===== config.mk =====
export PLATFORM = sky130hd
export DESIGN_NAME = penalty_scoreboard
export DESIGN_NICKNAME = d
export VERILOG_FILES = /design/src/rtl/penalty_pkg.sv /design/src/rtl/seg7_decode.sv /design/src/rtl/penalty_scoreboard.sv
export SDC_FILE = /design/constraint.sdc
export NUM_CORES = 1
export LEC_CHECK = 0
export ABC_AREA = 1
export CAP_MARGIN = 20
export CORE_AREA = 2 2 78 62
export DETAILED_ROUTE_END_ITERATION = 10
export DIE_AREA = 0 0 80 64
export PLACE_DENSITY = 0.88
export SLEW_MARGIN = 0
export SYNTH_ARGS = -nofsm -noshare
export SYNTH_HDL_FRONTEND = slang
export SYNTH_SLANG_ARGS = --single-unit

===== constraint.sdc =====
create_clock -name clk -period 2.6 [get_ports clk]
set_input_delay 0.52 -clock clk [delete_from_list [all_inputs] [get_ports clk]]
set_output_delay 0.52 -clock clk [all_outputs]
set_load 0.1 [all_outputs]

===== src/rtl/penalty_pkg.sv =====
// Shared constants for the penalty-shootout display path: active-low
// 7-segment patterns ({g,f,e,d,c,b,a}), winner codes and FSM state codes.
package penalty_pkg;

  localparam logic [6:0] SEG_BLANK = 7'h7F;
  localparam logic [6:0] SEG_DASH  = 7'h3F;

  // Index 0 is the leftmost element of the concatenation.
  localparam logic [0:7][6:0] SEG_DIGITS = {
    7'h40, 7'h79, 7'h24, 7'h30, 7'h19, 7'h12, 7'h02, 7'h78
  };

  localparam logic [1:0] WIN_NONE = 2'b00;
  localparam logic [1:0] WIN_FWD  = 2'b01;
  localparam logic [1:0] WIN_GK   = 2'b10;
  localparam logic [1:0] WIN_TIE  = 2'b11;

  localparam logic [1:0] ST_IDLE   = 2'd0;
  localparam logic [1:0] ST_PLAY   = 2'd1;
  localparam logic [1:0] ST_RESULT = 2'd2;

endpackage


===== src/rtl/seg7_decode.sv =====
// 3-bit value to active-low 7-segment pattern. Purely combinational so any
// display block can drop it in front of its own output register.
module seg7_decode
  import penalty_pkg::*;
(
  input  logic [2:0] val,
  output logic [6:0] seg
);

  // Table lookup; 6 and 7 decode as ordinary digits.
  assign seg = SEG_DIGITS[val];

endmodule


===== src/rtl/penalty_scoreboard.sv =====
// Scoreboard for the penalty-shootout core: freezes the final score on the
// first rising edge of the end flag, computes the winner and scans a 4-digit
// active-low 7-segment display (idx0 gk, idx1 fwd, idx2 dash, idx3 shots).
// Optional macro SCOREBOARD_BLINK_EN: blink the winner's digit(s) in RESULT.
module penalty_scoreboard
  import penalty_pkg::*;
#(
  parameter int SCAN_DIV  = 50000,
  parameter int BLINK_DIV = 128
) (
  input  logic       clk,
  input  logic       rst,
  input  logic [2:0] fwd_score,
  input  logic [2:0] gk_score,
  input  logic [2:0] cont3p,
  input  logic [2:0] cont5p,
  input  logic       fin3p,
  input  logic       fin5p,
  output logic [6:0] seg,
  output logic [3:0] an,
  output logic [1:0] winner,
  output logic       done
);

  localparam int PW = $clog2(SCAN_DIV);

  if (SCAN_DIV < 2 || BLINK_DIV < 1) begin : g_bad_param
    $error("penalty_scoreboard: SCAN_DIV must be >= 2 and BLINK_DIV >= 1");
  end

  logic [2:0]    shots;
  logic          fin, fin_q, fin_rise;
  logic [1:0]    state, state_nxt;
  logic          in_res;
  logic [2:0]    frz_fwd, frz_gk, frz_shots;
  logic [PW-1:0] presc;
  logic          tick;
  logic [1:0]    idx, idx_nxt;
  logic [2:0]    dval;
  logic [6:0]    dseg;
  logic          blank;

  assign shots    = cont3p | cont5p;
  assign fin      = fin3p | fin5p;
  assign fin_rise = fin & ~fin_q;
  assign in_res   = (state == ST_RESULT);
  assign tick     = (presc == PW'(SCAN_DIV - 1));
  assign idx_nxt  = tick ? idx + 2'd1 : idx;

  // Next state: an end-flag rise wins over the idle->play start condition.
  always_comb begin
    state_nxt = state;
    case (state)
      ST_IDLE: begin
        if (fin_rise)                                          state_nxt = ST_RESULT;
        else if (shots != 3'd0 || fwd_score != 3'd0 || gk_score != 3'd0) state_nxt = ST_PLAY;
      end
      ST_PLAY:   if (fin_rise) state_nxt = ST_RESULT;
      default:   state_nxt = ST_RESULT;
    endcase
  end

  // State, end-flag history, freeze registers and final result.
  always_ff @(posedge clk or negedge rst) begin
    if (!rst) begin
      state     <= ST_IDLE;
      fin_q     <= 1'b0;
      frz_fwd   <= 3'd0;
      frz_gk    <= 3'd0;
      frz_shots <= 3'd0;
      winner    <= WIN_NONE;
      done      <= 1'b0;
    end else begin
      state <= state_nxt;
      fin_q <= fin;
      if (fin_rise && !in_res) begin
        frz_fwd   <= fwd_score;
        frz_gk    <= gk_score;
        frz_shots <= shots;
        done      <= 1'b1;
        if (fwd_score > gk_score)      winner <= WIN_FWD;
        else if (gk_score > fwd_score) winner <= WIN_GK;
        else                           winner <= WIN_TIE;
      end
    end
  end

  // Scan prescaler and digit index.
  always_ff @(posedge clk or negedge rst) begin
    if (!rst) begin
      presc <= '0;
      idx   <= 2'd0;
    end else begin
      presc <= tick ? '0 : presc + 1'b1;
      idx   <= idx_nxt;
    end
  end

  // Pick the value for the digit being loaded into the output register.
  always_comb begin
    dval = 3'd0;
    case (idx_nxt)
      2'd0:    dval = in_res ? frz_gk    : gk_score;
      2'd1:    dval = in_res ? frz_fwd   : fwd_score;
      2'd3:    dval = in_res ? frz_shots : shots;
      default: dval = 3'd0;
    endcase
  end

  seg7_decode u_dec (.val(dval), .seg(dseg));

`ifdef SCOREBOARD_BLINK_EN
  localparam int BW = (BLINK_DIV > 1) ? $clog2(BLINK_DIV) : 1;

  logic [BW-1:0] bcnt;
  logic          phase, phase_nxt, bwrap;

  assign bwrap     = (bcnt == BW'(BLINK_DIV - 1));
  assign phase_nxt = (in_res && tick && bwrap) ? ~phase : phase;
  assign blank     = phase_nxt &&
                     ((idx_nxt == 2'd0 && (winner == WIN_GK  || winner == WIN_TIE)) ||
                      (idx_nxt == 2'd1 && (winner == WIN_FWD || winner == WIN_TIE)));

  // Blink counter runs on scan ticks in RESULT only; parked at zero otherwise.
  always_ff @(posedge clk or negedge rst) begin
    if (!rst) begin
      bcnt  <= '0;
      phase <= 1'b0;
    end else if (!in_res) begin
      bcnt  <= '0;
      phase <= 1'b0;
    end else if (tick) begin
      bcnt  <= bwrap ? '0 : bcnt + 1'b1;
      phase <= phase_nxt;
    end
  end
`else
  assign blank = 1'b0;
`endif

  // Registered display outputs track the index as it is updated.
  always_ff @(posedge clk or negedge rst) begin
    if (!rst) begin
      seg <= SEG_BLANK;
      an  <= 4'hF;
    end else begin
      seg <= (idx_nxt == 2'd2) ? SEG_DASH : (blank ? SEG_BLANK : dseg);
      an  <= ~(4'b0001 << idx_nxt);
    end
  end

endmodule

==> flow_metrics.env, run 1 <==
export IMPL_run_status="completed"
export IMPL_grt_setup_unrepaired="false"
export IMPL_core_area_sq_um=4310
export IMPL_synth_top_family_by_area="simple AND/OR/NAND/NOR gates"
export IMPL_final_weighted_congestion_of_routability_driven_global_placement=0.877
export IMPL_setup_tns_final_ns=0
export IMPL_cts_inserted_buffers=5
export IMPL_clock_skew_final_ns=0.00864
export IMPL_cts_htree_levels=2
export IMPL_routed_wirelength_microns=4250
export IMPL_count_of_clock_tree_sinks=44
export IMPL_drive_gt1_share_pct=22.4
export IMPL_synth_compound_area_share_pct=7.95
export IMPL_globalRouteTotalUtil_pct=18.4
export IMPL_number_of_hold_slack_violations_in_the_final_timing_report=0
export IMPL_avgViaCountPerCell=5.07
export IMPL_post_synth_inst_count=280
export IMPL_count_of_distinct_cell_types_in_the_synthesized_netlist=28
export IMPL_final_max_slew_violation_count=0
export IMPL_postcts_setup_bufs=0
export IMPL_period_share_pct=86.4
export IMPL_chipHeight_microns=64
export IMPL_worstMarginPinSlew_ns=0.783
export IMPL_die_w_microns=80
export IMPL_antenna_found_initial=0
export IMPL_cts_tree="yes"
export IMPL_grt_first_pass_wirelength_microns=7360
export IMPL_synthXorXnorAreaFrac_pct=1.89
export IMPL_synth_nets=304
export IMPL_syn_area_per_cell_sq_um=8.26
export IMPL_arrival_worst_endpoint_ns=2.47
export IMPL_critPathRequiredTime_ns=2.82
export IMPL_post_synth_top_area_fraction_pct=35.7
export IMPL_static_leakage_power_nw=1.33
export IMPL_synth_simple_area_share_pct=30.0
export IMPL_power_total_w=0.00192
export IMPL_ir_drop_uv=588
export IMPL_detailroute_via_count=1897
export IMPL_die_area_sq_um=5120
export IMPL_setup_worst_path_start_class="register"
export IMPL_final_area_sq_um=2740
export IMPL_clk_root_buffer_cell="clkbuf_8"
export IMPL_postCtsHoldBufs=0
export IMPL_finish_net_count=340
export IMPL_route_antenna_remaining_nets=0
export IMPL_synth_area_mux_share_pct=0
export IMPL_io_buffer_count=29
export IMPL_cts_resized=0
export IMPL_setup_worst_path_end_class="register"
export IMPL_place_detailed_instances=366
export IMPL_maximum_number_of_pins_on_one_net_before_global_route_repair=36
export IMPL_layout_cells_non_filler=374
export IMPL_power_density_nw_per_um2=702
export IMPL_worstPathMaxFanout=9
export IMPL_worst_hold_path_type="input port to async pin"
export IMPL_setup_violations_final=0
export IMPL_ctsLongestPathBuffers=2
export IMPL_detailedRoute_firstIterationViolations=118
export IMPL_netlist_top_cell_by_area="dfrtp_1"
export IMPL_post_synthesis_register_bit_count=44
export IMPL_globalRouteOverflowTotal=0
export IMPL_yosys_warnings=0
export IMPL_dpl_hpwl_microns=3210
export IMPL_fin_crit_ns=2.25
export IMPL_starting_density_pct=53.7
export IMPL_drt_pass1_iterations=4
export IMPL_r2r_worst_path_cells=13
export IMPL_slew_headroom_pct=47.8
export IMPL_boundaryPins=30
export IMPL_grt_pass1_vias=1676
export IMPL_number_of_maximum_capacitance_constraint_violations=0
export IMPL_drcViolationCount=0
export IMPL_std_cell_rows=21
export IMPL_mappedNetlistArea_sq_um=2310
export IMPL_path_class="register to register"
export IMPL_max_freq_mhz=445
export IMPL_synthesized_area_fraction_occupied_by_adder_cells_pct=4.33
export IMPL_yosysSeqAreaShare_pct=48.2
export IMPL_antennaDiodeCount=0
export IMPL_area_growth_from_synthesis_to_layout_pct=18.2
export IMPL_detail_route_wl_per_cell_microns=11.4
export IMPL_dpl_instance_area_sq_um=2640
export IMPL_clk_pin_slew_worst_paths_ns=0.08
export IMPL_postLayoutCoreUtil_pct=63.5
export IMPL_clkLatencyLatePin_ns=0.30
export IMPL_synth_area_leaders="dfrtp_1, dfstp_2, nand2_1, inv_1, o21ai_0"
==> power breakdown <==
group          switching, W  internal (W)
sequential        0.0000241      0.000787
clock              0.000232      0.000217
combinational      0.000499      0.000161
==> flip-flops by register name, indices dropped and copies added (netlist names), 2 cells and up <==
name / flops
seg: 7
frz_gk: 3
winner: 2
idx: 2
state: 2
an: 4
frz_shots: 3
frz_fwd: 3
presc: 16
==> worst max-delay path, cell delays in order (launching register included) <==
cell	delay [ns]
dfrtp_1	0.38
ha_1	0.21
nand3_1	0.19
nor2_2	0.22
nand2_2	0.14
nand2_2	0.10
nand2_4	0.09
nand3_1	0.10
nand2_2	0.08
nor2_4	0.11
inv_1	0.08
ha_1	0.32
nand2_1	0.07
nand3_1	0.07
==> worst paths after layout <==
check	from	endpoint	slack, ns
setup / recovery	presc[0]$_DFF_PN0_	seg[3]$_DFF_PN1_	0.35
hold / removal	rst	frz_gk[2]$_DFFE_PN0P_	0.30
setup reg to reg	presc[0]$_DFF_PN0_	seg[3]$_DFF_PN1_	0.35
hold reg to reg	presc[0]$_DFF_PN0_	presc[0]$_DFF_PN0_	0.47
max in group asynchronous	rst	seg[2]$_DFF_PN1_	1.60
min in group clk	presc[0]$_DFF_PN0_	presc[0]$_DFF_PN0_	0.47
==> metrics by stage <==
stage	setup WS (ns)	hold WS [ns]
floorplan	0.673	0.224
global placement	0.329	0.453
detailed placement	0.270	0.458
CTS	0.342	0.324
global route	0.121	0.364
finish	0.355	0.299
==> cells in the mapped netlist (all sizes together) <==
library cell and n:
a31oi 2, clkinv 1, clkbuf 2, dfstp 11, ha 8, inv 44, nand3 24, nand2 72
o21ai 24, o22a 1, or2 5, nand4 2, xor2 4, nor2 32, xnor2 1, nor3 3
dfrtp 33, a21oi 7, o211ai 1, nor4 3
==> kinds of logic after synthesis <==
family,count (synthesis)
XOR/XNOR,5
buffers and inverters,47
flip-flops,44
AO/OA/AOI/OAI,35
AND/OR/NAND/NOR,141
adder cells (fa/ha/maj),8
==> metal layers <==
layer / vias to the layer above / GRT usage, % / part of all wire [%]
met3: 7 / 3.81 / 5.2
met4: 0 / 7.63 / 1.8
met2: 51 / 26.7 / 44
met1: 884 / 26.7 / 49
met5: - / 0 / 0
li1: 955 / - / -
==> cells in the final DEF, fill, tap and decap left out, types with 2 or more instances in the layout <==
| master | n |
|---|---|
| nand2_2 | 12 |
| nand3_1 | 20 |
| inv_1 | 41 |
| buf_4 | 16 |
| nor2_1 | 22 |
| nor3_1 | 3 |
| nor2_2 | 7 |
| o21ai_0 | 22 |
| o21ai_1 | 2 |
| nor4_1 | 3 |
| or2_2 | 5 |
| clkbuf_8 | 6 |
| nand3_2 | 3 |
| dfrtp_1 | 33 |
| nor2_4 | 3 |
| a31oi_1 | 2 |
| nand4_1 | 2 |
| a21oi_1 | 7 |
| clkdlybuf4s50_1 | 14 |
| nand2_1 | 59 |
| dfstp_2 | 11 |
| ha_1 | 8 |
| xor2_1 | 4 |
| inv_2 | 3 |
==> final cells by class <==
cell class	instances	area, sq um
clock inverter	1	6.26
sequential	44	1110
tap	57	71.3
fill	408	1570
inverter	45	170
clock buffer	7	86.3
multi-input combinational	189	1020
timing repair buffer	31	265
No activity file was read; power rests on OpenSTA's default activity.
==> run 2: changes to the inputs <==
CORE_AREA = 2 2 83 65   (was 2 2 78 62)
DIE_AREA = 0 0 85 67   (was 0 0 80 64)
PLACE_DENSITY = 0.83   (was 0.88)
clock period = 1.9 ns   (was 2.6 ns; I/O delays follow)
==> run 2 against run 1 <==
  * The flow now finishes with violations (setup timing)
  * Maximum frequency is 15% higher
  * Clock power increased by 35%
  * Clock skew down 0.0015 ns
  * Setup slack worse by 0.40 ns
  * Non-clock buffer count is 34 higher
  * Critical path depth grew 1
  * Cell area up 23%
  * Via count up 8.6%
  * Critical path type unchanged
==> flow_metrics.env, run 2 (synthesis gave the netlist of run 1 again) <==
export IMPL_grt_pass1_vias=1973
export IMPL_maximum_number_of_pins_on_one_net_before_global_route_repair=45
export IMPL_cp_slowest_cell="dfrtp_1"
export IMPL_antennaDiodeCount=0
export IMPL_clk_root_buffer_cell="clkbuf_8"
export IMPL_grt_setup_unrepaired="true"
export IMPL_power_density_nw_per_um2=887
export IMPL_critPathRequiredTime_ns=2.14
export IMPL_crit_path_max_incr_delay_ns=0.36
export IMPL_detailedRoute_firstIterationViolations=103
export IMPL_timing_hold_ws_ns=0.138
export IMPL_static_leakage_power_nw=1.57
export IMPL_cts_inserted_buffers=5
export IMPL_clkLatencyLatePin_ns=0.30
export IMPL_antenna_found_initial=0
export IMPL_setup_worst_path_start_class="register"
export IMPL_run_status="complete, but fails checks"
export IMPL_detailroute_via_count=2060
export IMPL_dpl_hpwl_microns=3540
export IMPL_chipHeight_microns=67
export IMPL_starting_density_pct=48.0
export IMPL_area_growth_from_synthesis_to_layout_pct=45.3
export IMPL_count_of_clock_tree_sinks=44
export IMPL_arrival_worst_endpoint_ns=2.19
export IMPL_ir_drop_uv=877
export IMPL_path_class="register to register"
export IMPL_slew_headroom_pct=63.9
export IMPL_finish_net_count=374
export IMPL_crit_path_frequent_cell="nand2_2"
export IMPL_drive_gt1_share_pct=38.7
export IMPL_routed_wirelength_microns=5400
export IMPL_die_area_sq_um=5700
export IMPL_cp_num_buf_inv=1
export IMPL_period_share_pct=102
export IMPL_fin_crit_ns=1.95
export IMPL_route_antenna_remaining_nets=0
export IMPL_cts_htree_levels=2
export IMPL_number_of_maximum_capacitance_constraint_violations=0
export IMPL_failing_checks="setup timing"
export IMPL_die_w_microns=85
export IMPL_cp_cell_sequence="ha_2 > nand3_4 > nor2_4 > nand2_2 > nand2_2 > nand2_2 > nand2_2 > nor2_2 > nor2_4 > buf_6 > ha_4 > nand2_2 > nor2_2 > nor2_2"
export IMPL_setup_tns_final_ns=-0.133
export IMPL_final_critical_path_setup_slack_ns=-0.0463
export IMPL_final_weighted_congestion_of_routability_driven_global_placement=0.822
export IMPL_detail_route_wl_per_cell_microns=13.1
export IMPL_largest_registers="presc: 16 flops, seg: 7 flops, an: 4 flops"
export IMPL_number_of_hold_slack_violations_in_the_final_timing_report=0
export IMPL_layout_cells_non_filler=411
export IMPL_postCtsHoldBufs=0
export IMPL_dpl_instance_area_sq_um=3020
export IMPL_drcViolationCount=0
export IMPL_worstMarginPinSlew_ns=0.542
export IMPL_dpl_worst_slack_ns=-0.220
export IMPL_setup_worst_path_end_class="register"
export IMPL_worstPathMaxFanout=4
export IMPL_critical_path_top_delay_family="simple AND/OR/NAND/NOR gates"
export IMPL_grt_first_pass_wirelength_microns=8830
export IMPL_layout_cells_most_common_list="nand2_1, inv_1, buf_4, dfrtp_1, o21ai_0"
export IMPL_clock_skew_final_ns=0.00715
export IMPL_cts_tree="yes"
export IMPL_io_buffer_count=29
export IMPL_number_of_flip_flops_under_the_largest_register_name=16
export IMPL_globalRouteOverflowTotal=0
export IMPL_mostFrequentLayoutCell="nand2_1"
export IMPL_place_detailed_instances=396
export IMPL_final_max_slew_violation_count=0
export IMPL_boundaryPins=30
export IMPL_clk_pin_slew_worst_paths_ns=0.08
export IMPL_core_area_sq_um=4820
export IMPL_ctsLongestPathBuffers=2
export IMPL_final_area_sq_um=3360
export IMPL_setup_violations_final=5
export IMPL_nFillCells=332
export IMPL_globalRouteTotalUtil_pct=19.9
export IMPL_worst_hold_path_type="input port to async pin"
export IMPL_std_cell_rows=22
export IMPL_avgViaCountPerCell=5.01
export IMPL_max_freq_mhz=514
export IMPL_register_bank_with_the_most_flops="presc"
export IMPL_drt_pass1_iterations=4
==> run 2: cell types whose count changed in the layout (fill, tap and decap cells not counted), moves of 5 or more <==
cell | before | now
nand3_4 | 1 | 6
buf_12 | 0 | 13
inv_1 | 41 | 35
nor2_1 | 22 | 15
buf_4 | 16 | 35
nand3_1 | 20 | 11
ha_1 | 8 | 3
==> run 2: cell type report <==
cell class	count	area (sq um)	share of cell area [%]
tap	60	75.1	2.23
multi-input combinational	189	1210	36.1
clock buffer	8	90.1	2.68
sequential	44	1110	33.2
inverter	45	178	5.29
timing repair buffer	65	691	20.6
==> run 2: routing by layer <==
metal  track usage (%)  share of wire [%]
met5                 0                  0
met4              8.93                2.5
met3              5.20                4.9
met2              33.0                 49
met1              24.6                 43
==> run 2: stage by stage <==
step	utilization, %	total power, W
finish	69.8	0.00298
global route	69.8	0.00311
CTS	66.6	0.00290
detailed placement	62.7	0.00227
global placement	62.7	0.00225
floorplan	-	0.00184
==> run 2: where the power goes <==
group          switching, W  internal (W)
clock network      0.000309      0.000297
logic              0.000762      0.000461
registers         0.0000710       0.00108
total               0.00114       0.00184
==> run 2: what timing repair did <==
action	4_1_cts	5_1_grt
endpoints found under the setup margin	6	9
pin swaps	5	15
buffers inserted	4	3
cloned	0	0
resized for setup	15	35
==> run 2: worst reg2reg max path, cell delays in order, from the launching register on <==
cell	delay, ns
dfrtp_1	0.36
ha_2	0.21
nand3_4	0.13
nor2_4	0.15
nand2_2	0.10
nand2_2	0.08
nand2_2	0.08
nand2_2	0.11
nor2_2	0.05
nor2_4	0.17
buf_6	0.13
ha_4	0.12
nand2_2	0.05
nor2_2	0.12
nor2_2	0.04
==> run 2: final timing paths <==
path,start,to,slack [ns],cells past startpoint
worst max-delay path,presc[0]$_DFF_PN0_,seg[5]$_DFF_PN1_,-0.05,14
worst min-delay path,rst,presc[14]$_DFF_PN0_,0.14,2
worst max register to register,presc[0]$_DFF_PN0_,seg[5]$_DFF_PN1_,-0.05,14
worst min register to register,done$_DFFE_PN0P_,done$_DFFE_PN0P_,0.49,1
max in group asynchronous,rst,an[0]$_DFF_PN1_,1.38,2
min in group clk,done$_DFFE_PN0P_,done$_DFFE_PN0P_,0.49,1
